## config.mk

```make
export PLATFORM = sky130hd
export DESIGN_NAME = dispatch_issue
export DESIGN_NICKNAME = d
export VERILOG_FILES = /design/src/rtl/dispatch_issue_pkg.sv /design/src/rtl/issue_scoreboard.sv /design/src/rtl/dispatch_issue.sv
export SDC_FILE = /design/constraint.sdc
export NUM_CORES = 1
export LEC_CHECK = 0
export CAP_MARGIN = 20
export CORE_ASPECT_RATIO = 2
export CORE_MARGIN = 4
export CORE_UTILIZATION = 35
export CTS_CLUSTER_SIZE = 10
export DETAILED_ROUTE_END_ITERATION = 6
export GPL_TIMING_DRIVEN = 0
export SETUP_SLACK_MARGIN = 0.5
export SLEW_MARGIN = 10
export SYNTH_ARGS = -nofsm -noshare
export SYNTH_HDL_FRONTEND = slang
export SYNTH_HIERARCHICAL = 1
export SYNTH_SLANG_ARGS = --single-unit
```

## constraint.sdc

```tcl
create_clock -name clk -period 6.4 [get_ports clk]
set_clock_uncertainty 0.2 [all_clocks]
set_input_delay 1.28 -clock clk [delete_from_list [all_inputs] [get_ports clk]]
set_output_delay 1.28 -clock clk [all_outputs]
set_load 0.01 [all_outputs]
```

## src/rtl/dispatch_issue_pkg.sv

```systemverilog
// Shared packet layout, register-file sizing and pop encoding for the dispatch stage.
`ifndef DECODE_DATA_WIDTH
`define DECODE_DATA_WIDTH 32
`endif

package dispatch_issue_pkg;

  localparam int unsigned DecodeDataW = `DECODE_DATA_WIDTH;
  localparam int unsigned NRegDefault = 32;
  localparam int unsigned RegAddrW    = 5;

  localparam int unsigned RjLsb      = 0;
  localparam int unsigned RkLsb      = 5;
  localparam int unsigned RdLsb      = 10;
  localparam int unsigned RdWeBit    = 15;
  localparam int unsigned Src1UseBit = 16;
  localparam int unsigned Src2UseBit = 17;
  localparam int unsigned IsLsuBit   = 18;
  localparam int unsigned IsBrBit    = 19;
  localparam int unsigned PktW       = 20;

  localparam logic [1:0] PopNone = 2'b00;
  localparam logic [1:0] PopOne  = 2'b01;
  localparam logic [1:0] PopTwo  = 2'b11;

  typedef struct packed {
    logic [RegAddrW-1:0] rj;
    logic [RegAddrW-1:0] rk;
    logic [RegAddrW-1:0] rd;
    logic                rd_we;
    logic                src1_use;
    logic                src2_use;
    logic                is_lsu;
    logic                is_br;
  } pkt_t;

  function automatic pkt_t unpack_pkt(input logic [PktW-1:0] d);
    pkt_t p;
    p.rj       = d[RjLsb +: RegAddrW];
    p.rk       = d[RkLsb +: RegAddrW];
    p.rd       = d[RdLsb +: RegAddrW];
    p.rd_we    = d[RdWeBit];
    p.src1_use = d[Src1UseBit];
    p.src2_use = d[Src2UseBit];
    p.is_lsu   = d[IsLsuBit];
    p.is_br    = d[IsBrBit];
    return p;
  endfunction

endpackage

```

## src/rtl/issue_scoreboard.sv

```systemverilog
// Busy-register scoreboard: 4 source-ready queries with writeback bypass, 2 sets, 2 clears.
module issue_scoreboard import dispatch_issue_pkg::*; #(
  parameter int unsigned NREG = NRegDefault
) (
  input  logic                     clk_i,
  input  logic                     rst_i,
  input  logic                     flush_i,
  input  logic [3:0][RegAddrW-1:0] q_addr_i,
  output logic [3:0]               q_ready_o,
  input  logic [1:0]               set_en_i,
  input  logic [1:0][RegAddrW-1:0] set_addr_i,
  input  logic [1:0]               wb_en_i,
  input  logic [1:0][RegAddrW-1:0] wb_addr_i
);

  logic [NREG-1:0] busy_q, busy_d;

  always_comb begin
    q_ready_o = '0;
    for (int i = 0; i < 4; i++) begin
      q_ready_o[i] = (q_addr_i[i] == '0) || !busy_q[q_addr_i[i]] ||
                     (wb_en_i[0] && (wb_addr_i[0] == q_addr_i[i])) ||
                     (wb_en_i[1] && (wb_addr_i[1] == q_addr_i[i]));
    end
  end

  // Clears first so a same-cycle set on the same register wins.
  always_comb begin
    busy_d = busy_q;
    for (int i = 0; i < 2; i++) begin
      if (wb_en_i[i]) busy_d[wb_addr_i[i]] = 1'b0;
    end
    for (int i = 0; i < 2; i++) begin
      if (set_en_i[i]) busy_d[set_addr_i[i]] = 1'b1;
    end
    busy_d[0] = 1'b0;
    if (flush_i) busy_d = '0;
  end

  always_ff @(posedge clk_i or posedge rst_i) begin
    if (rst_i) busy_q <= '0;
    else       busy_q <= busy_d;
  end

endmodule

```

## src/rtl/dispatch_issue.sv

```systemverilog
// In-order dual-issue dispatch: hazard pairing and registered lane outputs.
// Define DUAL_ISSUE_EN to enable lane1; otherwise only single issue is built.
module dispatch_issue import dispatch_issue_pkg::*; #(
  parameter int unsigned DATA_W = DecodeDataW,
  parameter int unsigned NREG   = NRegDefault
) (
  input  logic              clk,
  input  logic              rst,
  input  logic              flush,
  input  logic [DATA_W-1:0] fifo_data1,
  input  logic [DATA_W-1:0] fifo_data2,
  input  logic              fifo_empty,
  output logic [1:0]        invalid_en,
  input  logic              exe_ready,
  output logic [1:0]        issue_valid,
  output logic [DATA_W-1:0] issue_data1,
  output logic [DATA_W-1:0] issue_data2,
  input  logic [1:0]        wb_en,
  input  logic [4:0]        wb_addr1,
  input  logic [4:0]        wb_addr2
);

  pkt_t                s1;
  logic [3:0]          q_ready;
  logic [RegAddrW-1:0] s2_rj, s2_rk, set_addr2;
  logic                s1_src_ok, s1_writes, slot1_issue, slot2_issue, set2, valid1;
  logic                valid0_q;
  logic [DATA_W-1:0]   data1_q;

  assign s1          = unpack_pkt(fifo_data1[PktW-1:0]);
  assign s1_src_ok   = (!s1.src1_use || q_ready[0]) && (!s1.src2_use || q_ready[1]);
  assign s1_writes   = s1.rd_we && (s1.rd != '0);
  assign slot1_issue = !rst && !fifo_empty && exe_ready && !flush && s1_src_ok;

  issue_scoreboard #(
    .NREG(NREG)
  ) u_sb (
    .clk_i     (clk),
    .rst_i     (rst),
    .flush_i   (flush),
    .q_addr_i  ({s2_rk, s2_rj, s1.rk, s1.rj}),
    .q_ready_o (q_ready),
    .set_en_i  ({set2, slot1_issue && s1_writes}),
    .set_addr_i({set_addr2, s1.rd}),
    .wb_en_i   (wb_en),
    .wb_addr_i ({wb_addr2, wb_addr1})
  );

`ifdef DUAL_ISSUE_EN
  pkt_t              s2;
  logic              s2_src_ok, raw, waw, valid1_q;
  logic [DATA_W-1:0] data2_q;
  logic              unused_s2_br;

  assign s2           = unpack_pkt(fifo_data2[PktW-1:0]);
  assign s2_rj        = s2.rj;
  assign s2_rk        = s2.rk;
  assign unused_s2_br = s2.is_br;
  assign s2_src_ok    = (!s2.src1_use || q_ready[2]) && (!s2.src2_use || q_ready[3]);
  assign raw          = s1_writes && ((s2.src1_use && (s2.rj == s1.rd)) ||
                                      (s2.src2_use && (s2.rk == s1.rd)));
  assign waw          = s1_writes && s2.rd_we && (s2.rd == s1.rd);
  assign slot2_issue  = slot1_issue && s2_src_ok && !raw && !waw &&
                        !(s1.is_lsu && s2.is_lsu) && !s1.is_br;
  assign set2         = slot2_issue && s2.rd_we;
  assign set_addr2    = s2.rd;

  always_ff @(posedge clk or posedge rst) begin
    if (rst) begin
      valid1_q <= 1'b0;
      data2_q  <= '0;
    end else if (flush) begin
      valid1_q <= 1'b0;
    end else if (exe_ready) begin
      valid1_q <= slot2_issue;
      if (slot2_issue) data2_q <= fifo_data2;
    end
  end

  assign valid1      = valid1_q;
  assign issue_data2 = data2_q;
`else
  logic unused_lane1;

  assign s2_rj        = '0;
  assign s2_rk        = '0;
  assign slot2_issue  = 1'b0;
  assign set2         = 1'b0;
  assign set_addr2    = '0;
  assign valid1       = 1'b0;
  assign issue_data2  = '0;
  assign unused_lane1 = ^{fifo_data2, q_ready[3:2], s1.is_lsu, s1.is_br};
`endif

  assign invalid_en = slot2_issue ? PopTwo : (slot1_issue ? PopOne : PopNone);

  always_ff @(posedge clk or posedge rst) begin
    if (rst) begin
      valid0_q <= 1'b0;
      data1_q  <= '0;
    end else if (flush) begin
      valid0_q <= 1'b0;
    end else if (exe_ready) begin
      valid0_q <= slot1_issue;
      if (slot1_issue) data1_q <= fifo_data1;
    end
  end

  assign issue_valid = {valid1, valid0_q};
  assign issue_data1 = data1_q;

endmodule
```

==> out/metrics.yaml <==
die:
  dieArea_mm2: 0.0150
  die_width_um: 88.7
  initial_utilization_pct: 35.9
  num_io_pins: 149
  dieHeight_um: 169
  rows: 58
  fp.coreArea_mm2: 0.0127
clock_network:
  clock_path_buffers: 2
  clk-insertion-delay-late_ps: 340
  clock-sinks: 64
  postCtsSetupBuffers: 0
  clock_slew_at_reported_path_ffs_ps: 50
  cts_tree: "done"
  numCtsBuffers: 9
  root_buffer: "sky130_fd_sc_hd__clkbuf_16"
  h_tree_levels: 3
timing:
  clock.fmax_mhz: 174
  max-slew-margin-rel_pct: 40.9
  tightest_slew_ps: 883
  setup_tns_ps: 0
  min_period_over_period_pct: 89.7
  layout_setup_ws_ps: 662
  rsz0062_at_grt: "no"
  slew_violations: 0
  finalHoldViolCount: 0
  final-setup-viol-count: 0
  fin_hold_ws_ps: 286
  period_needed_ps: 5740
placement:
  globalplace.congestion: 0.884
  post-dp-hpwl_um: 11600
  dp_worst_setup_slack_ps: 395
  port_buffers: 78
power_and_ir_drop:
  share_seq_of_total_power_pct: 35.9
  clock_network_fraction_of_total_power_pct: 35.7
  static-leakage-power_nw: 2.89
  power.density_cell_area_mw_per_mm2: 222
  p_comb_share_pct: 28.4
  net-switching-power_w: 0.000362
  intPower_w: 0.00100
  post_layout_power_w: 0.00137
  irDropWorstVdd_v: 0.000202
  power.share.switching_pct: 26.5
setup_path:
  reg2reg_setup_slack_ps: 2660
  worstSetupStartpointType: "input pin"
  timing.critical_path.arrival_ps: 4260
  endpoint_of_the_worst_slack_reg_to_reg_timing_path: "u_sb/busy_q[16]$_DFF_PP0_"
  cp.required_ps: 4920
  critical_path.reg2reg.startpoint: "u_sb/busy_q[9]$_DFF_PP0_"
  worst_r2r_path_depth: 11
  critPathCaptureType: "primary output"
  critical_path_peak_fanout: 10
  timing.critical_path.to: "invalid_en[0]"
  crit_path_start: "fifo_data1[2]"
  criticalPathCategory: "in -> out"
layout:
  most-common-layout-cells: "sky130_fd_sc_hd__clkdlybuf4s50_1 (78), sky130_fd_sc_hd__conb_1 (70), sky130_fd_sc_hd__dfrtp_1 (64)"
  antenna_cells: 0
  final_util_pct: 48.5
  fin_nets: 643
  final_common_cell: "sky130_fd_sc_hd__clkdlybuf4s50_1"
  flow.area_growth_from_synthesis_pct: 35.3
  layout-drive-gt1-share_pct: 22.7
global_routing:
  grt_usage_pct: 20.0
  grt_overflow: 0
  antenna_violations_before_repair: 0
  first_global_vias: 4049
  grt_pass1_wl_um: 22300
  maximum_number_of_pins_on_one_net_before_global_route_repair: 23
detailed_routing:
  dr.pass1.iters: 5
  drt_wl_total_um: 14900
  ratio_of_routed_vias_to_standard_cells: 5.63
  vias: 4023
  avgRoutedWirePerCell_um: 20.8
  drt.antenna.violating_nets: 0
  drt_iter0_markers: 378
  drcViolationCount: 0
yosys:
  synth_cells: 401
  synthesis.area_per_instance_um2: 11.4
  synth_area_mm2: 0.00455
  yosys_warnings: 6
job:
  max_cap_viols: 0
run_status:
  outcome: "finished, final reports clean"
hold_path:
  timing.hold.worst.class: "reg -> reg"
==> how the worst min path moves through the flow <==
stage,start,endpoint,slack (ps),cells past startpoint
after global routing,valid0_q$_DFFE_PP0P_,valid0_q$_DFFE_PP0P_,310,2
after detailed placement,valid0_q$_DFFE_PP0P_,valid0_q$_DFFE_PP0P_,270,2
final,valid0_q$_DFFE_PP0P_,valid0_q$_DFFE_PP0P_,290,2
after global placement,valid0_q$_DFFE_PP0P_,valid0_q$_DFFE_PP0P_,270,2
after floorplan,valid0_q$_DFFE_PP0P_,valid0_q$_DFFE_PP0P_,250,2
after CTS,valid0_q$_DFFE_PP0P_,valid0_q$_DFFE_PP0P_,290,2
==> flip-flops by register name, indices dropped and copies added, names as in the netlist <==
register and cells:
u_sb/busy_q 31, valid0_q 1, issue_data1 32
==> stage by stage <==
step	cell area (um2)	std cells
after floorplan	4810	470
after global placement	5780	698
after global routing	6160	715
final	6160	715
after CTS	6150	715
after detailed placement	5840	701
==> metal layers <==
layer	part of all wire (%)	up-vias	track usage [%]	wire length (um)
met2	55	260	36.3	8220
met4	4.8	0	13.0	717
met1	32	1926	19.8	4820
met5	0	-	0	0
met3	7.6	60	4.03	1140
li1	-	1777	-	-
==> worst max-delay path, stage by stage <==
cell and delay [ps]:
sky130_fd_sc_hd__clkdlybuf4s50_1 550, sky130_fd_sc_hd__buf_6 190, sky130_fd_sc_hd__mux2_2 370, sky130_fd_sc_hd__a2111oi_4 370
sky130_fd_sc_hd__nor4_2 90, sky130_fd_sc_hd__o21ai_1 270, sky130_fd_sc_hd__o221ai_4 230, sky130_fd_sc_hd__buf_6 230
sky130_fd_sc_hd__inv_1 60, sky130_fd_sc_hd__buf_4 90, sky130_fd_sc_hd__clkdlybuf4s50_1 520
==> area by class of cell <==
| cell class | count | area, um2 |
|---|---|---|
| timing repair buffer | 81 | 843 |
| sequential | 64 | 1600 |
| clock inverter | 3 | 42.5 |
| buffer | 70 | 499 |
| fill | 1160 | 6540 |
| clock buffer | 11 | 253 |
| inverter | 7 | 26.3 |
| multi-input combinational | 329 | 2710 |
| tap | 150 | 188 |
==> power by group through the flow <==
stage / clock network [W] / logic [W] / registers, W
detailed placement: 0 / 0.000383 / 0.000497
global route: 0.000513 / 0.000412 / 0.000497
finish: 0.000487 / 0.000387 / 0.000491
floorplan: 0 / 0.000177 / 0.000517
CTS: 0.000497 / 0.000384 / 0.000491
global placement: 0 / 0.000375 / 0.000494
==> what timing repair did <==
action,CTS,global route
hold buffers,0,0
setup endpoints to repair,1,1
resized for setup,1,2
Power figures use the tool's default switching activity.
